`src/rtl/regfile_wb.sv`:
```
// Purpose : 8x16 write-back register file, R0 hardwired to zero, with per-register pending scoreboard.
// Latency : read data and rd_valid 1 cycle after rd_en; a write is readable by a read issued the next cycle.
// Backpress: none; accepts one write, one dual-port read and one issue every cycle, never stalls.
//
// Ports:
//   clk, rst                   clock, synchronous active-high reset
//   wr_en, wr_addr, wr_data    write-back port (fed by the write-back mux)
//   rd_en, ra_addr, rb_addr    operand read request
//   ra_data, rb_data, rd_valid registered operand read results
//   iss_en, iss_addr           issue port; marks the destination pending
//   ra_pend, rb_pend, pend_any combinational scoreboard view (pre-edge state)
//
// Build option: define REGFILE_BYPASS_EN to forward a same-cycle write to a read
// of the same address. Without it the read returns the previously stored value.

module regfile_wb #(
    parameter int WIDTH = 16,
    parameter int DEPTH = 8,
    parameter int AW    = 3
) (
    input  logic             clk,
    input  logic             rst,
    input  logic             wr_en,
    input  logic [AW-1:0]    wr_addr,
    input  logic [WIDTH-1:0] wr_data,
    input  logic             rd_en,
    input  logic [AW-1:0]    ra_addr,
    input  logic [AW-1:0]    rb_addr,
    output logic [WIDTH-1:0] ra_data,
    output logic [WIDTH-1:0] rb_data,
    output logic             rd_valid,
    input  logic             iss_en,
    input  logic [AW-1:0]    iss_addr,
    output logic             ra_pend,
    output logic             rb_pend,
    output logic             pend_any
);

    logic [WIDTH-1:0] mem [DEPTH];
    logic [DEPTH-1:0] pend;
    logic [DEPTH-1:0] pend_nxt;
    logic [WIDTH-1:0] ra_rd;
    logic [WIDTH-1:0] rb_rd;
    logic             wr_live;

    // A write to R0 is discarded entirely, so it also never forwards.
    assign wr_live = wr_en && (wr_addr != '0);

    // Read mux. R0 is forced to zero rather than relying on the stored entry.
    always_comb begin
        ra_rd = (ra_addr == '0) ? '0 : mem[ra_addr];
        rb_rd = (rb_addr == '0) ? '0 : mem[rb_addr];
`ifdef REGFILE_BYPASS_EN
        if (wr_live && (wr_addr == ra_addr)) ra_rd = wr_data;
        if (wr_live && (wr_addr == rb_addr)) rb_rd = wr_data;
`endif
    end

    // Scoreboard next state: the write-back clears first, then a new issue
    // sets, so an issue colliding with a retiring write keeps the bit set
    // (the new producer is still outstanding).
    always_comb begin
        pend_nxt = pend;
        if (wr_en)  pend_nxt[wr_addr]  = 1'b0;
        if (iss_en) pend_nxt[iss_addr] = 1'b1;
        pend_nxt[0] = 1'b0;
    end

    always_ff @(posedge clk) begin
        if (rst) begin
            for (int i = 0; i < DEPTH; i++) mem[i] <= '0;
            pend     <= '0;
            ra_data  <= '0;
            rb_data  <= '0;
            rd_valid <= 1'b0;
        end else begin
            if (wr_live) mem[wr_addr] <= wr_data;
            pend <= pend_nxt;
            if (rd_en) begin
                ra_data <= ra_rd;
                rb_data <= rb_rd;
            end
            rd_valid <= rd_en;
        end
    end

    assign ra_pend  = pend[ra_addr];
    assign rb_pend  = pend[rb_addr];
    assign pend_any = |pend;

endmodule

```
`config.mk`:
```
export PLATFORM = sky130hd
export DESIGN_NAME = regfile_wb
export DESIGN_NICKNAME = d
export VERILOG_FILES = /design/src/rtl/regfile_wb.sv
export SDC_FILE = /design/constraint.sdc
export NUM_CORES = 1
export LEC_CHECK = 0
export ABC_CLOCK_PERIOD_IN_PS = 7200
export BUFFER_PORTS_ARGS = -buffer_cell sky130_fd_sc_hd__buf_2
export CORE_MARGIN = 2
export CORE_UTILIZATION = 50
export DETAILED_ROUTE_END_ITERATION = 10
export PLACE_DENSITY = 0.69
export SLEW_MARGIN = 20
export SYNTH_ARGS = -nofsm -noshare
export SYNTH_HDL_FRONTEND = slang
export SYNTH_SLANG_ARGS = --single-unit
```
`constraint.sdc`:
```
create_clock -name clk -period 7.2 [get_ports clk]
set_clock_uncertainty 0.2 [all_clocks]
set_input_delay 2.16 -clock clk [delete_from_list [all_inputs] [get_ports clk]]
set_output_delay 2.16 -clock clk [all_outputs]
set_load 0.005 [all_outputs]
```
==> reports/results.tsv <==
stage	metric	value	unit
setup_path	cp-end-kind	output port	
synth	yosys_most_used_dff	edfxtp_1	
synth	ys_warn_count	0	
timing	fin_setup_tns	0	ns
setup_path	cpPeakStageDelay	0.59	ns
setup_path	cp_max_fo	24	
synth	synth_edf_count	112	
setup_path	cpMaxStageDelayCell	mux4_2	
power_and_ir_drop	p_leak	3.333	nW
placed_design	hpwlAfterDp	12100	um
global_route	overflow	0	
global_route	antenna_found_initial	0	
clock_tree	path_clk_slew	0.06	ns
clock_tree	cts.sinks	152	
placed_design	port_buffers	68	
floorplan	placementRows	44	
synth	syn_area	7530	sq um
setup_path	cp.arrival	3.60	ns
setup_path	crit_type	input port to output port	
detailed_routing	drtIter0Drc	474	
clock_tree	cts_resized	0	
synth	synth_cell_types	36	
setup_path	critical-path-top-delay-family	buffers and inverters	
global_route	grt_pass1_vias	5399	
timing	finalWorstSetupSlack	1.241	ns
setup_path	crit_top_cell	buf_2	
timing	drv_slew	0	
setup_path	crit_buf_inv	2	
layout	design_area	8638	sq um
floorplan	fp.dieH	126.7	um
clock_tree	cts_tree	done	
global_route	grt_start_max_net_pins	47	
synth	synth_fp_nets	637	
power_and_ir_drop	power_density	257.4	nW/um^2
clock_tree	cts_hold_buf	0	
setup_path	crit_chain	buf_2 > mux4_2 > a21o_1 > buf_2	
status	outcome	finished, final reports clean	
detailed_routing	firstDrtPassIters	5	
detailed_routing	drc_errors	0	
timing	rsz0062_at_grt	false	
hold_path	min_path_type	register to register	
global_route	grt_pass1_wl	30670	um
detailed_routing	drtAntennaViolNets	0	
timing	fmax	167.8	MHz
synth	avgSynthCellArea	12.47	sq um
detailed_routing	vias	5267	
floorplan	initial_core_util	51.42	%
synth	ys_seq_area_share	55.30	%
timing	tightest_slew	0.9752	ns
setup_path	crit_path_start_kind	input port	
clock_tree	clk_path_buf_depth	2	
timing	period_minus_slack	5.959	ns
placed_design	pre_cts_slack	1.250	ns
synth	synth-seq-cells	152	
detailed_routing	avgRoutedWirePerCell	23.56	um
timing	post-route-period-util	82.76	%
clock_tree	h-tree-depth	4	
timing	setup-violations-final	0	
global_route	track_usage	25.96	%
layout	layout_common_cells	112 x and2_1, 112 x edfxtp_1, 68 x buf_2, 51 x mux2_2, 45 x mux2i_1	
placed_design	post_dp_cell_area	7989	sq um
clock_tree	worstSkewPairLatency	0.43	ns
floorplan	die_w	126.7	um
synth	synth_cells	604	
detailed_routing	via_per_inst	6.132	
detailed_routing	wl_met3	1494	um
layout	nFillCells	1192	
clock_tree	cts_buffers	17	
setup_path	worst_ep_required_time	4.84	ns
floorplan	core	14640	sq um
clock_tree	root_buffer	clkbuf_16	
timing	hold_viol	0	
power_and_ir_drop	vdd.ir_drop.worst	0.1760	mV
layout	drive_above_1_share	29.19	%
placed_design	gp_congestion	0.7728	
layout	antenna_cells	0	
floorplan	num_io_pins	69	
timing	slew_headroom	34.91	%
clock_tree	cts_setup_buffers	0	
detailed_routing	highest_layer	met4	
layout	nets	695	
detailed_routing	wl_met2	10240	um
synth	synth-async-reset-ratio	0	%
detailed_routing	m1WireLength	8120	um
power_and_ir_drop	fin_total_pwr	2.224	mW
flow_run	maxCapViolCount	0	
layout	area_growth_syn_to_layout	14.72	%
detailed_routing	routed_wl	20240	um
floorplan	die-area	16060	sq um
==> cells in the mapped netlist, types with 3 or more instances <==
master / n / area share (%)
a211oi_1: 5 / 0.50
a21oi_1: 6 / 0.40
a221oi_1: 12 / 1.4
a22oi_1: 15 / 1.5
and2_1: 112 / 9.3
buf_2: 6 / 0.40
buf_4: 10 / 1.0
buf_6: 3 / 0.45
clkbuf_1: 25 / 1.2
dfxtp_1: 40 / 11
edfxtp_1: 112 / 45
inv_1: 6 / 0.30
mux2_2: 51 / 7.6
mux2i_1: 45 / 6.0
mux4_2: 6 / 1.8
nand2_1: 22 / 1.1
nand2b_1: 6 / 0.50
nand3_1: 5 / 0.33
nor2_1: 27 / 1.3
nor2b_1: 5 / 0.42
nor3_2: 4 / 0.53
o21ai_0: 13 / 0.86
o221a_2: 15 / 2.2
o221ai_1: 15 / 1.7
o22ai_1: 13 / 1.1
o31ai_1: 13 / 1.3
==> sequential cells by signal, indices dropped and copies added, names as in the netlist <==
| signal | cells |
|---|---|
| ra_data | 16 |
| pend | 7 |
| rd_valid | 1 |
| mem | 112 |
| rb_data | 16 |
==> power breakdown <==
| part | switching (mW) | internal, mW |
|---|---|---|
| registers | 0.0311 | 1.00 |
| clock network | 0.350 | 0.613 |
| logic | 0.133 | 0.0965 |
| total | 0.515 | 1.71 |
==> routing by layer <==
| layer | vias up | global-route usage [%] |
|---|---|---|
| met1 | 2624 | 32.30 |
| met5 | - | 0 |
| met4 | 0 | 9.244 |
| met3 | 37 | 5.441 |
| met2 | 211 | 45.09 |
| li1 | 2395 | - |
==> stage by stage <==
stage	util (%)	hold WS (ns)	std cells
floorplan	-	0.2495	604
global placement	54.54	0.2367	827
detailed placement	54.55	0.2418	827
CTS	58.89	0.2550	859
global route	58.99	0.2671	859
finish	58.99	0.2487	859
==> cell families after synthesis <==
kind of cell | count (synthesis) | synth area share (%)
compound gates | 112 | 11.62
buf+inv | 52 | 3.705
flops | 152 | 55.30
mux | 102 | 15.40
simple gates | 186 | 13.97
==> worst min-delay path: cells and delay by family, from the launching register on <==
kind	cells	cell delay, ns
AOI/OAI and AO/OA	1	0.05
DFF	1	0.32
and+or+nand+nor	1	0.05
==> cell type report <==
cell class / count / area, sq um / area share, %
Inverter: 7 / 26.28 / 0.3042
Clock buffer: 19 / 432.9 / 5.012
Sequential cell: 152 / 4164 / 48.20
Multi-Input combinational cell: 400 / 3122 / 36.14
Timing Repair Buffer: 84 / 460.4 / 5.330
Tap cell: 184 / 230.2 / 2.665
Clock inverter: 13 / 202.7 / 2.346
==> path summary, 6_finish.rpt <==
| path | startpoint | end | slack, ns | cells past startpoint |
|---|---|---|---|---|
| hold reg to reg | rb_data[3] | rb_data[3] | 0.25 | 2 |
| setup reg to reg | mem[7][1] | ra_data[1] | 5.65 | 3 |
| hold / removal | rb_data[3] | rb_data[3] | 0.25 | 2 |
| setup / recovery | rb_addr[0] | rb_pend | 1.24 | 4 |
Note: power is estimated with default switching activity, not from simulation.
